$ cat config.mk
export PLATFORM = sky130hd
export DESIGN_NAME = mkio_tx_encoder
export DESIGN_NICKNAME = d
export VERILOG_FILES = /design/src/rtl/mkio_pkg.sv /design/src/rtl/mkio_halfbit_timer.sv /design/src/rtl/mkio_tx_encoder.sv
export SDC_FILE = /design/constraint.sdc
export NUM_CORES = 1
export LEC_CHECK = 0
export CORE_MARGIN = 2
export CORE_UTILIZATION = 58
export DETAILED_ROUTE_END_ITERATION = 10
export PLACE_DENSITY = 0.8
export SYNTH_ARGS = -nofsm -noshare
export SYNTH_HDL_FRONTEND = slang
export SYNTH_SLANG_ARGS = --single-unit
$ cat constraint.sdc
create_clock -name clk -period 8.2 [get_ports clk]
set_input_delay 1.23 -clock clk [delete_from_list [all_inputs] [get_ports clk]]
set_output_delay 1.23 -clock clk [all_outputs]
set_load 0.01 [all_outputs]
$ cat src/rtl/mkio_pkg.sv
// mkio_pkg: shared definitions for the MIL-STD-1553 transmit path.
//   - frame geometry (sync half-bits, data bits, half-bits per frame)
//   - transmitter FSM state encoding
//   - line-level encodings as {tx_p, tx_n}
//   - parity and half-bit level helper functions
package mkio_pkg;

   localparam int SYNC_HALFBITS  = 6;
   localparam int DATA_BITS      = 16;
   localparam int FRAME_HALFBITS = 40;

   // Last half-bit index of each frame section
   localparam logic [5:0] SYNC_LAST_HB = 6'(SYNC_HALFBITS - 1);
   localparam logic [5:0] BITS_LAST_HB = 6'(SYNC_HALFBITS + 2 * DATA_BITS - 1);
   localparam logic [5:0] PAR_LAST_HB  = 6'(FRAME_HALFBITS - 1);

   typedef enum logic [1:0] {
      IDLE = 2'd0,
      SYNC = 2'd1,
      BITS = 2'd2,
      PAR  = 2'd3
   } tx_state_t;

   // Line levels as {tx_p, tx_n}; both high is never driven
   localparam logic [1:0] LINE_HIGH = 2'b10;
   localparam logic [1:0] LINE_LOW  = 2'b01;
   localparam logic [1:0] LINE_IDLE = 2'b00;

   // Odd parity bit: data plus parity always holds an odd number of ones
   function automatic logic odd_parity(input logic [15:0] data);
      return ~(^data);
   endfunction

   // Line level for half-bit idx of a frame carrying data/cd/par.
   // Data and parity half-bits start on even indices, so idx[0] selects
   // the second (inverted) half of the Manchester-II cell.
   function automatic logic [1:0] halfbit_level(input logic [5:0]  idx,
                                                input logic [15:0] data,
                                                input logic        cd,
                                                input logic        par);
      logic        lvl;
      logic [16:0] mask;
      lvl  = 1'b0;
      mask = 17'd0;
      if (idx < 6'(SYNC_HALFBITS)) begin
         // command/status sync is high-then-low, data sync is the inverse
         lvl = (idx < 6'd3) ? ~cd : cd;
      end else begin
         // bit k of the 17-bit {data, par} word, k = 0 being data[15]
         mask = 17'h1_0000 >> ((idx - 6'(SYNC_HALFBITS)) >> 1);
         lvl  = (|({data, par} & mask)) ^ idx[0];
      end
      return lvl ? LINE_HIGH : LINE_LOW;
   endfunction

endpackage

$ cat src/rtl/mkio_halfbit_timer.sv
// mkio_halfbit_timer: half-bit prescaler for the 1553 transmitter.
//   clk     in   system clock
//   reset   in   synchronous active-high reset
//   restart in   start a new frame: prescaler and index go to 0
//   enable  in   advance while a frame is on the line
//   tick    out  current cycle is the last one of the current half-bit
//   index   out  half-bit index within the frame (0..39)
module mkio_halfbit_timer #(
   parameter int CLK_PER_HALFBIT = 8
) (
   input  logic       clk,
   input  logic       reset,
   input  logic       restart,
   input  logic       enable,
   output logic       tick,
   output logic [5:0] index
);

   localparam int CW = (CLK_PER_HALFBIT > 2) ? $clog2(CLK_PER_HALFBIT) : 1;
   localparam logic [CW-1:0] CNT_LAST = CW'(CLK_PER_HALFBIT - 1);

   logic [CW-1:0] cnt_r;
   logic [5:0]    index_r;

   // Half-bit boundary flag
   always_comb begin
      tick = (cnt_r == CNT_LAST);
   end

   assign index = index_r;

   // Prescaler and half-bit index counters
   always_ff @(posedge clk) begin
      if (reset) begin
         cnt_r   <= '0;
         index_r <= 6'd0;
      end else if (restart) begin
         cnt_r   <= '0;
         index_r <= 6'd0;
      end else if (enable) begin
         if (tick) begin
            cnt_r   <= '0;
            index_r <= index_r + 6'd1;
         end else begin
            cnt_r   <= cnt_r + CW'(1);
         end
      end
   end

endmodule

$ cat src/rtl/mkio_tx_encoder.sv
// mkio_tx_encoder: MIL-STD-1553 word transmitter (Manchester-II).
//   clk       in   system clock
//   reset     in   synchronous active-high reset
//   tx_ready  in   one-cycle strobe requesting transmission of tx_data/tx_cd
//   tx_data   in   16-bit word, bit 15 sent first
//   tx_cd     in   0 = command/status sync, 1 = data sync
//   tx_busy   out  word on the line or pending
//   tx_p      out  positive line drive
//   tx_n      out  negative line drive
//   tx_en     out  line-driver enable
//   word_done out  one-cycle pulse after a word's final half-bit
//   overrun   out  one-cycle pulse when a strobe is dropped
// Each word is a 40 half-bit frame; a one-deep pending buffer lets the
// next word follow with no dead cycle.
module mkio_tx_encoder #(
   parameter int CLK_PER_HALFBIT = 8
) (
   input  logic        clk,
   input  logic        reset,
   input  logic        tx_ready,
   input  logic [15:0] tx_data,
   input  logic        tx_cd,
   output logic        tx_busy,
   output logic        tx_p,
   output logic        tx_n,
   output logic        tx_en,
   output logic        word_done,
   output logic        overrun
);
   import mkio_pkg::*;

   tx_state_t   state_r;
   logic [15:0] act_data_r;
   logic        act_cd_r;
   logic        act_par_r;
   logic [15:0] pend_data_r;
   logic        pend_cd_r;
   logic        pend_valid_r;
   logic        tx_busy_r, tx_p_r, tx_n_r, tx_en_r, word_done_r, overrun_r;

   logic        tick_s;
   logic [5:0]  index_s;

   logic        frame_end_s, start_idle_s, chain_pend_s, chain_bypass_s;
   logic        restart_s, overrun_s, latch_pend_s, next_pend_valid_s;
   logic [5:0]  next_index_s;
   tx_state_t   next_state_s;
   logic [15:0] next_data_s;
   logic        next_cd_s, next_par_s;
   logic [1:0]  next_line_s;

   mkio_halfbit_timer #(
      .CLK_PER_HALFBIT(CLK_PER_HALFBIT)
   ) u_timer (
      .clk    (clk),
      .reset  (reset),
      .restart(restart_s),
      .enable (state_r != IDLE),
      .tick   (tick_s),
      .index  (index_s)
   );

   // Word-start, buffer and next-state decisions
   always_comb begin
      frame_end_s    = (state_r == PAR) && tick_s && (index_s == PAR_LAST_HB);
      start_idle_s   = (state_r == IDLE) && tx_ready;
      chain_pend_s   = frame_end_s && pend_valid_r;
      // a strobe landing on the frame's last cycle goes straight out next
      chain_bypass_s = frame_end_s && !pend_valid_r && tx_ready;
      restart_s      = start_idle_s || chain_pend_s || chain_bypass_s;
      overrun_s      = (state_r != IDLE) && tx_ready && pend_valid_r;
      latch_pend_s   = (state_r != IDLE) && tx_ready && !pend_valid_r && !frame_end_s;

      if (chain_pend_s) begin
         next_data_s = pend_data_r;
         next_cd_s   = pend_cd_r;
      end else begin
         next_data_s = tx_data;
         next_cd_s   = tx_cd;
      end
      next_par_s = odd_parity(next_data_s);

      if (chain_pend_s) begin
         next_pend_valid_s = 1'b0;
      end else if (latch_pend_s) begin
         next_pend_valid_s = 1'b1;
      end else begin
         next_pend_valid_s = pend_valid_r;
      end

      if (restart_s) begin
         next_index_s = 6'd0;
      end else if (tick_s && (state_r != IDLE)) begin
         next_index_s = index_s + 6'd1;
      end else begin
         next_index_s = index_s;
      end

      case (state_r)
         IDLE:    next_state_s = tx_ready ? SYNC : IDLE;
         SYNC:    next_state_s = (tick_s && (index_s == SYNC_LAST_HB)) ? BITS : SYNC;
         BITS:    next_state_s = (tick_s && (index_s == BITS_LAST_HB)) ? PAR : BITS;
         PAR:     next_state_s = frame_end_s ? (restart_s ? SYNC : IDLE) : PAR;
         default: next_state_s = IDLE;
      endcase

      // registered line level is the one for the half-bit of the next cycle
      if (next_state_s == IDLE) begin
         next_line_s = LINE_IDLE;
      end else if (restart_s) begin
         next_line_s = halfbit_level(next_index_s, next_data_s, next_cd_s, next_par_s);
      end else begin
         next_line_s = halfbit_level(next_index_s, act_data_r, act_cd_r, act_par_r);
      end
   end

   // Transmitter FSM, word registers and registered outputs
   always_ff @(posedge clk) begin
      if (reset) begin
         state_r      <= IDLE;
         act_data_r   <= 16'd0;
         act_cd_r     <= 1'b0;
         act_par_r    <= 1'b0;
         pend_data_r  <= 16'd0;
         pend_cd_r    <= 1'b0;
         pend_valid_r <= 1'b0;
         tx_busy_r    <= 1'b0;
         tx_p_r       <= 1'b0;
         tx_n_r       <= 1'b0;
         tx_en_r      <= 1'b0;
         word_done_r  <= 1'b0;
         overrun_r    <= 1'b0;
      end else begin
         state_r <= next_state_s;
         if (restart_s) begin
            act_data_r <= next_data_s;
            act_cd_r   <= next_cd_s;
            act_par_r  <= next_par_s;
         end
         if (latch_pend_s) begin
            pend_data_r <= tx_data;
            pend_cd_r   <= tx_cd;
         end
         pend_valid_r <= next_pend_valid_s;
         tx_busy_r    <= (next_state_s != IDLE) || next_pend_valid_s;
         tx_p_r       <= next_line_s[1];
         tx_n_r       <= next_line_s[0];
         tx_en_r      <= (next_state_s != IDLE);
         word_done_r  <= frame_end_s;
         overrun_r    <= overrun_s;
      end
   end

   assign tx_busy   = tx_busy_r;
   assign tx_p      = tx_p_r;
   assign tx_n      = tx_n_r;
   assign tx_en     = tx_en_r;
   assign word_done = word_done_r;
   assign overrun   = overrun_r;

endmodule

---- Yosys cells after proc, flatten, opt, wreduce, memory -nomap -nowiden ----
Index checks and enable logic that the tools add are counted.
word-level totals
  output and inout port bits .............. 6
  register bits ........................... 53
  input port bits ......................... 20
operators by class
  muxes and demuxes ....................... 24
  bitwise operators ....................... 7
  shift-type cells ........................ 1
  equality and inequality tests ........... 7
  add/sub/neg operators ................... 3
  reductions and logical operators ........ 28
  $lt $le $gt $ge ......................... 2
operator list
  operator                 number
  $and A17 B17 Y17         2
  $reduce_or A17 Y1        2
  $shr A17 B5 Y17 const A  1
  $mux W16                 1
  $reduce_xor A16 Y1       1
  $mux W1                  14
  $logic_and A1 B1 Y1      13
  $eq A6 B6 Y1 const B     2
  $mux W6                  2
  $mux W2                  5
  $pmux W2 S4              1
  $add A6 B1 Y6 const B    1
  $eq A6 B3 Y1 const B     1
  $lt A6 B2 Y1 const B     1
  $lt A6 B3 Y1 const B     1
  $sub A6 B3 Y6 const B    1
  $eq A2 B2 Y1 const B     2
  $logic_not A2 Y1         2
  $reduce_bool A2 Y1       2
  $reduce_or A2 Y1         2
  $add A3 B1 Y3 const B    1
  $eq A3 B3 Y1 const B     1
  $logic_or A1 B1 Y1       3
  $mux W3                  1
  5 further kinds          9

---- Longest topological paths before layout ----
Gate-level depths: netlist (run 1).
  word-level depth ........................ 17
  mapped depth ............................ 12

---- Modules after synthesis ----
From an unflattened synthesis (run 1), not the netlist that was laid out.
second synthesis, totals
  cells, all modules ...................... 362
  area, all modules ....................... 3002.9 µm²
modules (own cells, without submodules)
  module              seq. area each (µm²)  times used  area each (µm²)  cells an instance
  mkio_tx_encoder     880.8                 1           2591.2           317
  mkio_halfbit_timer  180.2                 1           411.6            45

---- Worst setup path after synthesis (run 1) ----
No wires, ideal clock.
  path type ............................... input -> register
  start ................................... input tx_ready
  end ..................................... register tx_n_r, in the netlist tx_n
  required time ........................... 8097 ps
  cell stages on the path ................. 9
  data arrival time ....................... 3202 ps
  slack ................................... 4895 ps
  cell sequence ........................... or2_0 a32o_1 or3_1 mux2i_1 nand4b_1 o311ai_1 nor4b_2 xor2_1 a2111oi_2
between the ends
  longest elaborated chain between the ends .. 14
  elaborated cells between the ends (all ways) .. 32
ends and longest elaborated chain
  element                          RTL line                text
  start, declared                  mkio_tx_encoder.sv:20   input logic tx_ready,
  $logic_and A1 B1 Y1              mkio_tx_encoder.sv:66   start_idle_s = (state_r == IDLE) && tx_ready;
  $logic_or A1 B1 Y1 (2 in a row)  mkio_tx_encoder.sv:70   restart_s = start_idle_s || chain_pend_s || chain_bypass_s;
  $mux W6                          mkio_tx_encoder.sv:91   if (restart_s) begin
  $sub A6 B3 Y6                    mkio_pkg.sv:50          mask = 17'h1_0000 >> ((idx - 6'(SYNC_HALFBITS)) >> 1);
  $shr A17 B5 Y17                  mkio_pkg.sv:50
  $and A17 B17 Y17                 mkio_pkg.sv:51          lvl = (|({data, par} & mask)) ^ idx[0];
  $reduce_or A17 Y1                mkio_pkg.sv:51
  $xor A1 B1 Y1                    mkio_pkg.sv:51
  $mux W1                          mkio_pkg.sv:45          if (idx < 6'(SYNC_HALFBITS)) begin
  $mux W1                          mkio_tx_encoder.sv:110  end else if (restart_s) begin
  $mux W1                          mkio_tx_encoder.sv:108  if (next_state_s == IDLE) begin
  $mux W2                          mkio_pkg.sv:53          return lvl ? LINE_HIGH : LINE_LOW;
  $mux W2                          mkio_tx_encoder.sv:110
  end signal, assigned             mkio_tx_encoder.sv:147  tx_n_r <= next_line_s[0];
  end, declared                    mkio_tx_encoder.sv:39   logic tx_busy_r, tx_p_r, tx_n_r, tx_en_r, word_done_r, overrun_r;
Several ways; a longest one is shown, not always the timed one. The select of a mux whose other input is x is not followed.
A chain may end at the register's enable or synchronous reset.

---- Worst setup path in the final report (run 1) ----
Ends and elaborated chain as after synthesis.

==> results of run 1 <==
metrics by stage:
stage                     hold slack, ns  setup slack, ns  total power [µW]  cells  area [µm²]
after floorplan                    0.436             4.90               353    344        2930
after global placement             0.444             3.96               380    419        3200
after detailed placement           0.465             3.92               381    419        3200
after CTS                          0.477             4.22               527    426        3280
after global routing               0.514             4.05               548    426        3280
final                              0.471             4.22               523    426        3280
cells in the mapped netlist, types with 2 or more instances:
cell	number
nor2_1	56
dfxtp_1	53
nand2_1	33
xnor2_1	28
nand3_1	22
mux2i_1	18
a311oi_1	16
nor3_1	12
clkbuf_1	10
a21oi_1	8
xor2_1	8
o21ai_0	6
buf_1	4
buf_2	4
ha_1	4
o21ai_1	4
a211oi_1	3
inv_1	3
mux2_2	3
o21a_1	3
a221oi_1	2
a22oi_1	2
a31o_1	2
a32oi_1	2
buf_6	2
nand2b_1	2
nor2b_1	2
nor3b_1	2
o211ai_1	2
o31ai_1	2
or3_1	2
layout make-up:
class,count,area share (%)
multi-input cells,268,53.9
flip-flops and latches,53,32.3
repair buffers,28,8.30
clock buffers,7,2.63
well taps,67,2.55
inverters,3,0.343
per-layer routing:
metal	up-vias	routed length, µm	global-route usage (%)
li1	1252	-	-
met1	1123	2920	32.7
met2	61	2930	38.0
met3	11	224	4.69
met4	0	118	9.13
met5	-	0	0
state kept, by name, summed over array words and instances, names as in the netlist, 2 cells and up:
name / flops
u_timer.index: 6
state_r: 2
u_timer.cnt_r: 3
pend_data_r: 16
act_data_r: 16
logic make-up after synthesis:
family	Yosys count
mux	22
buf+inv	23
fa+ha+maj	4
compound gates	63
xor+xnor	36
simple gates	143
flops	53
worst reg2reg max path, cell delays in order (launching register included):
cell	delay, ns
dfxtp_1	0.37
ha_1	0.17
ha_1	0.34
and4bb_4	0.33
and2_1	0.60
nand2_1	0.60
mux2_2	0.47
nor2_1	0.24
o21a_1	0.17
a31o_1	0.08
worst min-delay path by stage:
stage | startpoint | end | slack (ns) | cells after the start
detailed placement | u_timer.cnt_r[2] | u_timer.cnt_r[2] | 0.47 | 2
global placement | u_timer.cnt_r[2] | u_timer.cnt_r[2] | 0.44 | 2
floorplan | u_timer.cnt_r[2] | u_timer.cnt_r[2] | 0.44 | 2
global route | u_timer.cnt_r[2] | u_timer.cnt_r[2] | 0.51 | 2
CTS | u_timer.cnt_r[2] | u_timer.cnt_r[2] | 0.48 | 2
finish | u_timer.cnt_r[2] | u_timer.cnt_r[2] | 0.47 | 2
power breakdown:
part / switching, µW / total [µW] / internal (µW)
Sequential: 12.2 / 284 / 272
Clock: 81.4 / 149 / 67.1
Combinational: 43.6 / 91.1 / 47.5
==> qor.yml, run 1 <==
run_status: "completed"
drive_gt1_share_pct: 6.96
overflow: 0
r2r_end: "tx_p"
synth-edff-count: 0
io_buffers: 25
setup_violations: 0
worstPathCellList: "clkdlybuf4s50_1, or2_0, a32o_1, buf_4, or3_1, mux2i_1, nand4b_1, o311ai_1, nor4b_2, xor2_1, a2111oi_2"
min_period_over_period_pct: 48.5
synthCells: 344
area_growth_pct: 12.0
worstPathRequired_ns: 8.41
endpoint: "tx_n"
path_class: "in2reg"
h-tree-depth: 2
rows: 25
ant_nets: 0
p_leak_uw: 0.00118
critPathTopFamily: "simple AND/OR/NAND/NOR gates"
final_core_util_pct: 68.6
wl_per_cell_um: 14.5
ir_drop_uv: 114
antenna_found_initial: 0
clk_pin_slew_worst_paths_ns: 0.09
cp_num_buf_inv: 2
final_cell_mix: "nor2_1 (56), dfxtp_1 (53), nand2_1 (33), xnor2_1 (28), clkdlybuf4s50_1 (25)"
yosys.area_share.simple_pct: 23.0
track_usage_pct: 24.1
clock-root-buffer: "clkbuf_8"
rrSetupSlack_ns: 4.78
clk_latency_ns: 0.31
synth_top_family_by_area: "simple AND/OR/NAND/NOR gates"
cts_hold_buf: 0
cts.sinks: 53
drt-total-wl_mm: 6.19
startpoint_type: "input port"
synth_top_area_cell: "dfxtp_1"
die_x_um: 75.1
ios: 26
postSynth.asyncResetShare_pct: 0
synthesis.area_um2: 2930
ys_seq_elements: 53
synth_compound_area_share_pct: 16.7
max-cap-violations: 0
nets: 383
r2r_cells: 9
r2r_start: "u_timer.cnt_r[0]"
start_util_pct: 61.3
place_congestion: 0.887
cts_setup_buffers: 0
die-area_um2: 5640
drt_pass1_iterations: 5
drt_iter0_markers: 100
layout_commonest_cell: "nor2_1"
regArea_um2: 1060
synth.net_count: 368
grt_max_degree: 42
synth-adder-area-share_pct: 1.71
synth.avg_cell_area_um2: 8.52
drc_errors: 0
cts_buffers: 5
fmax_mhz: 252
slew_headroom_pct: 49.9
grt_pass1_wl_mm: 10.4
hpwl_mm: 4.49
cts.repair.resized: 0
hold_path.class: "reg2reg"
viasPerCell: 5.74
seq_area_frac_synth_pct: 36.2
synthXorXnorAreaFrac_pct: 10.8
powerDensity_nw_per_um2: 159
synth_ff_type: "dfxtp_1"
arrival_ns: 4.19
skew_ns: 0.00261
vias: 2447
diodes: 0
die_h_um: 75.1
coreArea_um2: 4790
clk_path_buf_depth: 2
synth_area_leaders: "dfxtp_1 (36%), xnor2_1 (8.4%), nor2_1 (7.2%)"
rsz0062_at_grt: "no"
critical_path.max_fanout: 39
yosysWarnings: 0
finalSetupTns_ns: 0
slowest_stage: "clkdlybuf4s50_1"
synthMuxAreaShare_pct: 8.07
drv_slew: 0
netlist.area_leader.share_pct: 36.2
grt_pass1_vias: 2225
cts_tree: "built"
multiInputGateArea_um2: 1770
num-fill-cells: 426
tightest_slew_ns: 0.751
startpoint: "tx_ready"
endpoint_kind: "flop"
min_period_ns: 3.98
cpPeakStageDelay_ns: 0.48
ys_types: 55
cp_num_cells: 11
final-hold-violation-count: 0
Note: power is estimated with default switching activity, not from simulation.
==> run 2: changes to the inputs <==
- CORE_UTILIZATION: 58 -> 52
- PLACE_DENSITY: 0.8 -> 0.76
- clock period: 8.2 -> 3.3 ns (I/O delays scaled with it)
==> qor.yml, run 2 (synthesized netlist as in run 1, its figures left out) <==
max-cap-violations: 0  # unchanged
cts_buffers: 5  # unchanged
endpoint_kind: "flop"
rrSetupSlack_ns: 0.20  # -4.58 ns
ant_nets: 0  # unchanged
place_congestion: 0.940  # +5.9%
slowest_stage: "dfxtp_1"
rows: 27  # +8.0%
drv_slew: 0  # unchanged
critPathTopFamily: "compound AO/OA/AOI/OAI gates"
worstPathRequired_ns: 3.51  # -4.90 ns
h-tree-depth: 2  # unchanged
grt_max_degree: 41  # -2.4%
cpPeakStageDelay_ns: 0.37  # -0.11 ns
run_status: "completed"
ios: 26  # unchanged
hold_path.class: "reg2reg"
drt_pass1_iterations: 4  # -1
drt_iter0_markers: 181  # +81%
area_growth_pct: 15.3
hpwl_mm: 4.90  # +9.1%
grt_pass1_vias: 2404  # +8.0%
track_usage_pct: 22.3  # -1.8 points
die-area_um2: 6250  # +11%
drt-total-wl_mm: 6.76  # +9.2%
layout_setup_ws_ns: 0.203  # -4.02 ns
min_period_over_period_pct: 93.8
startpoint_type: "flop"
ir_drop_uv: 249  # +120%
powerDensity_nw_per_um2: 411  # +160%
clk_pin_slew_worst_paths_ns: 0.10  # about the same
worstPathCellList: "ha_1, ha_2, o211ai_2, o21a_1, a211oi_2, mux2i_2, nand4b_1, o311ai_1, nor4b_2, xor2_1, a2111oi_2"
p_leak_uw: 0.00122  # +3.0%
tightest_slew_ns: 0.519  # -0.232 ns
final-hold-violation-count: 0  # unchanged
r2r_cells: 11  # +2
cts_setup_buffers: 0  # unchanged
antenna_found_initial: 0  # unchanged
overflow: 0  # unchanged
cts_tree: "built"
path_class: "reg2reg"
skew_ns: 0.0103  # +0.00772 ns
clk_latency_ns: 0.31  # about the same
startpoint: "u_timer.cnt_r[0]"
fmax_mhz: 323
nets: 390  # +1.8%
grt_pass1_wl_mm: 11.2  # +7.3%
fin_hold_ws_ns: 0.476  # +0.00490 ns
endpoint: "tx_n"
setup_violations: 0  # unchanged
diodes: 0  # unchanged
cts.sinks: 53  # unchanged
dpl_worst_slack_ns: -0.0251  # -3.94 ns
r2r_end: "tx_n"
dpl_cell_area_um2: 3260  # +1.8%
clk_path_buf_depth: 2  # unchanged
die_x_um: 79.1  # +5.3%
final_area_um2: 3380  # +2.9%
cp_num_buf_inv: 0  # -2
rsz0062_at_grt: "no"
drive_gt1_share_pct: 9.81  # +2.8 points
wl_per_cell_um: 15.4  # +5.9%
viasPerCell: 5.71  # -0.54%
arrival_ns: 3.31  # -0.88 ns
critical_path.max_fanout: 7  # -82%
layout_commonest_cell: "nor2_1"
die_h_um: 79.1  # +5.3%
cp_num_cells: 11  # unchanged
min_period_ns: 3.10
finalSetupTns_ns: 0  # unchanged
io_buffers: 25  # unchanged
final_core_util_pct: 61.8  # -6.9 points
clock-root-buffer: "clkbuf_8"
slew_headroom_pct: 65.3  # +15 points
final_cell_mix: "nor2_1 (56), dfxtp_1 (53), nand2_1 (33), xnor2_1 (28), clkdlybuf4s50_1 (25)"
r2r_start: "u_timer.cnt_r[0]"
drc_errors: 0  # unchanged
vias: 2508  # +2.5%
start_util_pct: 53.6  # -7.7 points
coreArea_um2: 5470  # +14%
==> run 2: stage by stage <==
stage | total power, µW | instances
after floorplan | 877 | 344
after global placement | 949 | 431
after detailed placement | 955 | 431
after CTS | 1400 | 439
after global routing | 1450 | 439
final | 1390 | 439
==> run 2: where the power goes <==
part | switching, µW | total [µW] | internal (µW) | leakage (µW)
Sequential | 27.6 | 703 | 675 | 0.000434
Combinational | 114 | 236 | 122 | 0.000728
Clock | 221 | 450 | 228 | 0.0000554
==> run 2: layout make-up <==
class / instances / area, µm²
clock buffer: 6 / 72.6
tap: 72 / 90.1
sequential: 53 / 1060
fill: 495 / 2090
inverter: 3 / 11.3
multi-input combinational: 268 / 1780
clock inverter: 2 / 38.8
timing repair buffer: 35 / 325
==> run 2: worst min path at each step <==
stage	start	to	cells past startpoint
2_1_floorplan	u_timer.cnt_r[2]	u_timer.cnt_r[2]	2
3_3_place_gp	u_timer.cnt_r[2]	u_timer.cnt_r[2]	2
3_5_place_dp	u_timer.cnt_r[2]	u_timer.cnt_r[2]	2
4_1_cts	u_timer.cnt_r[2]	u_timer.cnt_r[2]	2
5_1_grt	u_timer.cnt_r[2]	u_timer.cnt_r[2]	2
6_report	u_timer.cnt_r[2]	u_timer.cnt_r[2]	2
==> run 2: repair_timing <==
action | CTS | global route
hold buffers | 0 | 0
resized for setup | 0 | 3
endpoints found under the setup margin | 0 | 2
==> run 2: worst reg2reg max path, delay by kind of cell, from the launching register on <==
kind,cells,cell delay [ns]
XOR/XNOR,1,0.15
AND/OR/NAND/NOR,2,0.45
adder cells (fa/ha/maj),2,0.43
flip-flops,1,0.37
multiplexers,1,0.37
AO/OA/AOI/OAI,5,1.24
==> run 2: layer usage <==
layer	part of all wire (%)	up-vias	track usage [%]
li1	-	1268	-
met1	47	1171	30.4
met2	48	59	36.6
met3	3.6	10	3.30
met4	1.6	0	6.72
met5	0	-	0
